**config.mk**
```make
export PLATFORM = sky130hd
export DESIGN_NAME = jt89
export DESIGN_NICKNAME = d
export VERILOG_FILES = /design/src/rtl/jt89.sv
export SDC_FILE = /design/constraint.sdc
export NUM_CORES = 1
export LEC_CHECK = 0
export ABC_AREA = 1
export BUFFER_PORTS_ARGS = -buffer_cell sky130_fd_sc_hd__buf_2
export CAP_MARGIN = 20
export CORE_MARGIN = 5
export CORE_UTILIZATION = 64
export DETAILED_ROUTE_END_ITERATION = 10
export PLACE_DENSITY = 0.82
export REMOVE_ABC_BUFFERS = 1
export SETUP_SLACK_MARGIN = 0.5
export SLEW_MARGIN = 20
export SYNTH_ARGS = -nofsm -noshare
export SYNTH_HDL_FRONTEND = slang
export SYNTH_SLANG_ARGS = --single-unit
```
**constraint.sdc**
```tcl
create_clock -name clk -period 5.55 [get_ports clk]
set_input_delay 0.2775 -clock clk [delete_from_list [all_inputs] [get_ports clk]]
set_output_delay 0.2775 -clock clk [all_outputs]
set_load 0.05 [all_outputs]
```
**src/rtl/jt89.sv**
```systemverilog
// jt89: SN76489-compatible programmable sound generator.
// Three square-wave tone channels and one LFSR noise channel, each with 4-bit
// logarithmic attenuation. It is programmed through an 8-bit write-only bus and
// produces one registered, signed 12-bit mixed sample.
// Build option JT89_TI_LFSR_EN selects the 15-bit TI noise LFSR. When the macro
// is undefined, the 16-bit Sega LFSR is used.
module jt89 (
  input  logic               clk,
  input  logic               rst,
  input  logic               clk_en,
  input  logic               wr_n,
  input  logic [7:0]         din,
  output logic signed [11:0] sound
);

`ifdef JT89_TI_LFSR_EN
  localparam int                LFSR_W    = 15;
  localparam int                WHITE_TAP = 1;
  localparam logic [LFSR_W-1:0] LFSR_SEED = 15'h4000;
`else
  localparam int                LFSR_W    = 16;
  localparam int                WHITE_TAP = 3;
  localparam logic [LFSR_W-1:0] LFSR_SEED = 16'h8000;
`endif

  // Register file
  logic [9:0]        period [3];
  logic [3:0]        att    [4];
  logic [2:0]        noise_ctrl;   // {FB, NF[1:0]}
  logic [2:0]        index;        // {channel[1:0], type}, type 1 = attenuation

  // Sound state
  logic [3:0]        presc;
  logic              tick;
  logic [9:0]        tone_cnt [3];
  logic [2:0]        tone_tgl;
  logic [2:0]        tone_out;
  logic [6:0]        noise_cnt;
  logic [6:0]        noise_reload;
  logic              noise_clk;
  logic              noise_src;
  logic              noise_src_d;
  logic [LFSR_W-1:0] lfsr;
  logic              lfsr_fb;

  // Write decode: a latch byte carries its own index; a data byte uses the latched one.
  logic [2:0]        sel;
  logic              noise_wr;

  assign sel      = din[7] ? din[6:4] : index;
  assign noise_wr = !wr_n && (sel == 3'b110);
  assign tick     = clk_en && (presc == 4'hF);

  // Bus writes into the register file; these ignore clk_en.
  always_ff @(posedge clk or posedge rst) begin
    if (rst) begin
      // NOTE: the register arrays are plain flops rather than RAM, so every entry gets a reset value.
      for (int i = 0; i < 3; i++) period[i] <= '0;
      for (int i = 0; i < 4; i++) att[i]    <= 4'hF;
      noise_ctrl <= '0;
      index      <= '0;
    end else if (!wr_n) begin
      if (din[7]) index <= din[6:4];
      if (sel[0])                att[sel[2:1]]             <= din[3:0];
      else if (sel[2:1] == 2'd3) noise_ctrl                <= din[2:0];
      else if (din[7])           period[sel[2:1]][3:0]     <= din[3:0];
      else                       period[sel[2:1]][9:4]     <= din[5:0];
    end
  end

  // Prescaler: one tick every 16 enabled clocks.
  always_ff @(posedge clk or posedge rst) begin
    // NOTE: sequential state uses non-blocking assignments so every flop samples pre-edge values.
    if (rst)         presc <= '0;
    else if (clk_en) presc <= presc + 4'd1;
  end

  // Tone counters: each level lasts 'period' ticks; the new period is picked up at reload.
  always_ff @(posedge clk or posedge rst) begin
    if (rst) begin
      for (int i = 0; i < 3; i++) tone_cnt[i] <= '0;
      tone_tgl <= '0;
    end else if (tick) begin
      for (int i = 0; i < 3; i++) begin
        if (tone_cnt[i] <= 10'd1) begin
          tone_cnt[i] <= period[i];
          tone_tgl[i] <= ~tone_tgl[i];
        end else begin
          tone_cnt[i] <= tone_cnt[i] - 10'd1;
        end
      end
    end
  end

  // Tone output: periods 0 and 1 hold the output high instead of producing an audible tone.
  always_comb begin
    // NOTE: every always_comb output receives a default first, so no latches are inferred.
    tone_out = '0;
    for (int i = 0; i < 3; i++) tone_out[i] = tone_tgl[i] | (period[i] < 10'd2);
  end

  // Noise rate selection: NF=3 borrows tone2 as the noise clock.
  always_comb begin
    case (noise_ctrl[1:0])
      2'd1:    noise_reload = 7'd32;
      2'd2:    noise_reload = 7'd64;
      default: noise_reload = 7'd16;
    endcase
    noise_src = (noise_ctrl[1:0] == 2'd3) ? tone_out[2] : noise_clk;
    lfsr_fb   = noise_ctrl[2] ? (lfsr[0] ^ lfsr[WHITE_TAP]) : lfsr[0];
  end

  // Noise rate counter: toggles the internal noise clock every 16/32/64 ticks.
  always_ff @(posedge clk or posedge rst) begin
    if (rst) begin
      noise_cnt <= '0;
      noise_clk <= 1'b0;
    end else if (tick) begin
      if (noise_cnt <= 7'd1) begin
        noise_cnt <= noise_reload;
        noise_clk <= ~noise_clk;
      end else begin
        noise_cnt <= noise_cnt - 7'd1;
      end
    end
  end

  // LFSR: reseeds on any noise-control write; otherwise shifts on a rising noise-clock edge.
  always_ff @(posedge clk or posedge rst) begin
    if (rst) begin
      lfsr        <= LFSR_SEED;
      noise_src_d <= 1'b0;
    end else begin
      if (clk_en) noise_src_d <= noise_src;
      if (noise_wr)
        lfsr <= LFSR_SEED;
      else if (clk_en && noise_src && !noise_src_d)
        lfsr <= {lfsr_fb, lfsr[LFSR_W-1:1]};
    end
  end

  // Logarithmic attenuation: 2 dB per step; 15 mutes the channel.
  function automatic logic [8:0] vol_lut(input logic [3:0] a);
    case (a)
      4'd0:    vol_lut = 9'd511;
      4'd1:    vol_lut = 9'd406;
      4'd2:    vol_lut = 9'd322;
      4'd3:    vol_lut = 9'd256;
      4'd4:    vol_lut = 9'd203;
      4'd5:    vol_lut = 9'd161;
      4'd6:    vol_lut = 9'd128;
      4'd7:    vol_lut = 9'd102;
      4'd8:    vol_lut = 9'd81;
      4'd9:    vol_lut = 9'd64;
      4'd10:   vol_lut = 9'd51;
      4'd11:   vol_lut = 9'd40;
      4'd12:   vol_lut = 9'd32;
      4'd13:   vol_lut = 9'd26;
      4'd14:   vol_lut = 9'd20;
      default: vol_lut = 9'd0;
    endcase
  endfunction

  logic [3:0]         ch_out;
  logic signed [9:0]  ch_val [4];
  logic signed [11:0] mix;

  // Mixer: each channel contributes +vol when high and -vol when low.
  always_comb begin
    ch_out = {lfsr[0], tone_out};
    mix    = '0;
    for (int i = 0; i < 4; i++) begin
      ch_val[i] = ch_out[i] ? $signed({1'b0, vol_lut(att[i])})
                            : -$signed({1'b0, vol_lut(att[i])});
      mix       = mix + {{2{ch_val[i][9]}}, ch_val[i]};
    end
  end

  // Output register, which trails the channel state by one enabled clock.
  always_ff @(posedge clk or posedge rst) begin
    if (rst)         sound <= '0;
    else if (clk_en) sound <= mix;
  end

endmodule

```
==> metrics.txt, run 1 <==
clock root cell=clkbuf_16; launching point of the worst reg2reg path=att[9]$_DFFE_PP1P_; RSZ-0062 raised after global routing=no; Crit Path Class=flip-flop to flip-flop; critical path capture point type=flip-flop; syn_area_per_cell=7.17 µm²; clk_skew=0.00918 ns; Antenna Cells=0; vias in the first global route=7,589; First DRT Iteration DRCs=around 760; RePlAce Congestion=0.913; most frequent cells after synthesis=nand2_1 (375), inv_1 (189), nor2_1 (111), nand3_1 (110), o21ai_0 (110); Boundary Pins=24; DR WL/cell=13.7 µm; Compound-Gate Fraction of Synth Area=0.111; Synth cell types=48; Clock transition at path regs=around 0.06 ns; core area=around 14,000 µm²; Worst slew margin=0.419; post-route ant nets=0; die width=130 µm; slowest cell delay on critical path=0.61 ns; Worst Setup SP=att[9]$_DFFE_PP1P_; CTS tree=built; Post-synth EDFFs=0; warnings from Yosys=0; Worst-Skew Late Latency=roughly 0.43 ns; Yosys top cell by area=dfrtp_1; CP Data Arrival Time=4.86 ns; Hold-fix buffers, CTS=0; clock tree buffer depth=2; Area contributors post-synth=dfrtp_1 (30%), nand2_1 (15%), inv_1 (7.7%); height of the die=130 µm; synth-to-layout area growth=8.44%; Worst-Margin Slew=0.871 ns; cell mode on critical path=nand2_1; postcts setup bufs=0; CTS buffer count=17; post-synthesis cell area=between 9000 and 10,000 µm²; status=completed; die area=16,900 µm²; # rows=43; worst min path class=primary input to asynchronous set/reset pin; mux share of post-synthesis cell area=0.00122; number of setup violations in the final report=0; main combinational cell family by area after synthesis=simple AND/OR/NAND/NOR gates; clk sinks=126; largest net degree at the start of global routing=73; Tmin final=4.54 ns; # fillers=about 1,200; crit path max-delay cell type=dfstp_2; top-count cell post-synth=nand2_1; gr usage total=0.256; dominant synthesized flop cell=dfrtp_1; Crit path max-delay family=adder cells; top-area cell type share of the netlist area=0.297; Synth Area in Adders=0.114; antenna violations before repair=0; XOR/XNOR Fraction of Synth Area=0.0305; setup TNS=0 ns; Initial Util=0.657; register area share after synthesis=0.345; Worst EP required=just under 6 ns; CP startpoint kind=flip-flop; via count=8,118; crit path max fanout=9; PortBufs=23; max-cap violations=0; first-pass GRT wire length=around 35,000 µm; Final #Nets=1,379; DR pass1 iterations=5; final count of hold timing violations=0; final WL=20,400 µm; FF+latch count, synth=126; # resized after CTS=0; Max H-tree Level=4; Slew Limit Fails=0; layout cells sized above 1=0.0871; vias per std cell=5.45; hpwl dp=around 15,000 µm; # DRC=0; Synth Area in Simple Gates=0.302; fmax=0.220 GHz; fin crit share=0.819; post-synthesis async set-or-reset flop share=1.00; Syn Inst Count=1,282; GRT Residual Overflow=0; Buf/Inv on CP=5
cell families after synthesis:
logic type,Yosys count
multiplexers,1
adder cells (fa/ha/maj),71
flip-flops,126
buffers and inverters,225
XOR/XNOR,32
AO/OA/AOI/OAI,178
AND/OR/NAND/NOR,649
cell usage in the layout, fill, tap and decap left out, types with 4 or more instances in the layout:
master and instances:
fa_1 21, ha_1 50, o21ai_1 6, nand3_2 4, nand3_1 110, o21ai_0 110, buf_2 23, nor2_1 111
inv_1 188, a21oi_1 21, nand2_1 375, o21ai_2 9, nand4_1 16, dfrtp_1 109, xnor2_1 7, xor2_1 25
o31ai_1 4, o221ai_1 5, clkbuf_16 17, inv_6 5, inv_2 5, o211ai_1 12, nor3_1 8, dfstp_2 17
clkinvlp_4 4
cell type report:
cell class / instances / area (µm²) / share of cell area
Inverter: 195 / 736 / 0.0738
Sequential cell: 126 / 3170 / 0.318
Tap cell: 180 / 225 / 0.0226
Multi-Input combinational cell: 931 / 5130 / 0.514
Timing Repair Buffer: 25 / 130 / 0.0130
Clock buffer: 17 / 425 / 0.0427
Clock inverter: 15 / 151 / 0.0152
layer usage:
layer	vias up	GRT usage	share of wire
li1	4094	-	-
met1	3769	0.345	0.45
met3	33	0.0458	0.046
met5	-	0	0
met4	0	0.0813	0.019
met2	222	0.425	0.48
worst paths after layout:
check,end,cells after the start,slack [ns]
max,sound[9]$_DFFE_PP0P_,25,1.01
min,lfsr[5]$_DFFE_PP0P_,2,0.05
max reg2reg,sound[9]$_DFFE_PP0P_,25,1.01
min reg2reg,noise_clk$_DFFE_PP0P_,1,0.47
max in group asynchronous,sound[10]$_DFFE_PP0P_,3,4.27
min in group clk,period[29]$_DFFE_PP0P_,3,0.08
sequential cells by signal (all words and copies together), names as in the netlist:
name / count
lfsr: 16
noise_ctrl: 3
tone_cnt: 30
period: 30
att: 16
sound: 12
noise_clk: 1
tone_tgl: 3
noise_src_d: 1
index: 3
presc: 4
noise_cnt: 7
stage by stage:
stage          instance area [µm²]  cells  utilization  hold WS, ns  setup slack, ns
6_report                      9970   1489        0.713       0.0468             1.01
5_1_grt                       9970   1489        0.713       0.0867            0.645
4_1_cts                       9970   1489        0.713       0.0651             1.04
3_5_place_dp                  9400   1457        0.672        0.462             1.07
3_3_place_gp                  9400   1457        0.672        0.454             1.17
2_1_floorplan                 9040   1252            -        0.365             1.41
Power of run 1 is left out: the tool's default activity adds up to more than one toggle a clock period on the data nets, which glitch-free logic cannot reach.
==> inputs of run 2 (changes only) <==
Settings changed: CORE_UTILIZATION 64 to 58, PLACE_DENSITY 0.82 to 0.79.
Clock period 5.55 ns to 3.81 ns, I/O delays scaled along.
==> metrics.txt, run 2 (synthesis gave the netlist of run 1 again) <==
worst min path class=primary input to flip-flop; Core Util, Final=0.749 (+0.0364); most common cell after layout, fill and taps aside=nand2_1; Boundary Pins=24 (unchanged); clk sinks=126 (unchanged); Clock transition at path regs=0.07 ns (about the same); via count=8,930 (+10%); First DRT Iteration DRCs=627 (-18%); Antenna Cells=0 (unchanged); layout cells sized above 1=0.259 (+0.172); r2r worst-path depth=25 (unchanged); Crit Path Class=flip-flop to flip-flop; Worst-Skew Late Latency=0.44 ns (about the same); post-route non-filler standard cell count=1,660 (+11%); Worst Setup SP=att[8]$_DFFE_PP1P_; Worst EP required=4.14 ns (-1.73 ns); Worst-Margin Slew=0.825 ns (-0.0462 ns); clock root cell=clkbuf_16; CP startpoint kind=flip-flop; CTS buffer count=17 (unchanged); DR WL/cell=14.7 µm (+7.2%); critical path capture point type=flip-flop; min-delay src=din[0]; post-route ant nets=0 (unchanged); # rows=46 (+7.0%); Worst Slack Setup Final=-0.261 ns (-1.27 ns); DR pass1 iterations=5 (unchanged); Worst slew margin=0.445 (+0.0262); antenna violations before repair=0 (unchanged); RSZ-0062 raised after global routing=yes; final WL=24,400 µm (+20%); most crowded layer after global routing=met2; # fillers=1,106 (-4.2%); die width=136 µm (+4.7%); largest registers=period (30), tone_cnt (30); most frequent cells in the layout=nand2_1 (335), inv_1 (165), buf_4 (122), dfrtp_1 (109), nor2_1 (99); fmax=0.246 GHz (+12%); vias per std cell=5.38 (-1.3%); first-pass GRT wire length=39,600 µm (+13%); Initial Util=0.585 (-0.0721); CTS tree=built; clk_skew=0.0151 ns (+0.00592 ns); clock tree buffer depth=2 (unchanged); hold depth=3; GRT Residual Overflow=0 (unchanged); Slew Limit Fails=0 (unchanged); synth-to-layout area growth=28.0%; GR Util met3=0.0466 (+0.000787); Final #Nets=1,514 (+9.8%); number of setup violations in the final report=9 (+9); core area=15,700 µm² (+12%); max-cap violations=0 (unchanged); gr usage total=0.265 (+0.00888); Tmin final=4.07 ns (-0.473 ns); launching point of the worst reg2reg path=att[8]$_DFFE_PP1P_; largest net degree at the start of global routing=70 (-4.1%); PortBufs=23 (unchanged); met2 Resource Use GR=0.457 (+0.0322); vias in the first global route=8,513 (+12%); fin crit share=1.07 (+0.250); Placed Cells incl. Taps=1,601 (+9.9%); failing checks=setup timing; crit path max fanout=2 (-7); height of the die=136 µm (+4.7%); # DRC=0 (unchanged); GRT met1 Usage=0.339 (-0.00547); RePlAce Congestion=0.916 (+0.30%); Max H-tree Level=4 (unchanged); CP Data Arrival Time=4.40 ns (-0.46 ns); status=finished, violations left; hpwl dp=15,700 µm (+7.9%); final count of hold timing violations=0 (unchanged); die area=18,500 µm² (+9.5%); setup TNS=-1.30 ns (-1.30 ns)
[run 2: changes by cell type in the layout (fill, tap and decap cells not counted), sizes merged]
cell         before  now
bufinv            1    4
clkinvlp          4    1
clkinv            3    6
buf              25  155
inv             202  196
dlygate4sd3       0    5
clkbuf           17   20
[run 2: area by class of cell]
cell class,instances,area (µm²),share of cell area
Multi-Input combinational cell,931,5730,0.487
Tap cell,216,270,0.0230
Clock inverter,12,181,0.0154
Sequential cell,126,3170,0.270
Inverter,195,736,0.0625
Timing Repair Buffer,160,1210,0.103
Clock buffer,20,467,0.0396
[run 2: final timing paths]
| kind | end | slack (ns) |
|---|---|---|
| max | sound[9]$_DFFE_PP0P_ | -0.26 |
| min | period[24]$_DFFE_PP0P_ | 0.009 |
| max reg2reg | sound[9]$_DFFE_PP0P_ | -0.26 |
| min reg2reg | sound[1]$_DFFE_PP0P_ | 0.48 |
| max in group asynchronous | att[14]$_DFFE_PP1P_ | 2.51 |
| min in group asynchronous | tone_cnt[23]$_DFFE_PP0P_ | 0.43 |
[run 2: repair_timing]
action / in CTS / in global routing
hold buffers: 5 / 0
setup buffers: 13 / 9
hold endpoints to repair: 52 / 0
pin swaps: 56 / 57
setup endpoints to repair: 11 / 11
resized for setup: 118 / 67
[run 2: worst max-delay path, stage by stage (launching register included)]
cell and delay (ns):
dfstp_2 0.55, inv_2 0.06, ha_4 0.17, inv_2 0.05, nand2_2 0.05, o21ai_1 0.10, nand2_1 0.08, o21ai_2 0.10
ha_4 0.23, nand2_2 0.07, o21ai_2 0.06, fa_1 0.56, inv_2 0.05, fa_1 0.46, inv_1 0.08, ha_2 0.19
inv_2 0.05, fa_2 0.35, o21ai_2 0.18, nand2_1 0.12, nand2_2 0.10, nand2_2 0.06, nand2_1 0.06, nand2_1 0.07
nand3_1 0.07, nand2_1 0.05
[run 2: routing by layer]
layer / wire length, µm / up-vias / share of wire
li1: - / 4373 / -
met1: 10300 / 4190 / 0.42
met2: 12100 / 301 / 0.50
met3: 1290 / 66 / 0.053
met4: 683 / 0 / 0.028
met5: 0 / - / 0
[run 2: stage by stage]
stage	hold slack (ns)	setup WS [ns]	instance area (µm²)
after CTS	0.00178	-0.0733	11500
after detailed placement	0.357	-0.488	10300
final	0.00921	-0.261	11800
after global routing	0.0125	-0.456	11800
after floorplan	0.278	-0.335	9040
after global placement	0.353	-0.358	10300
Power of run 2 is left out for the same reason.
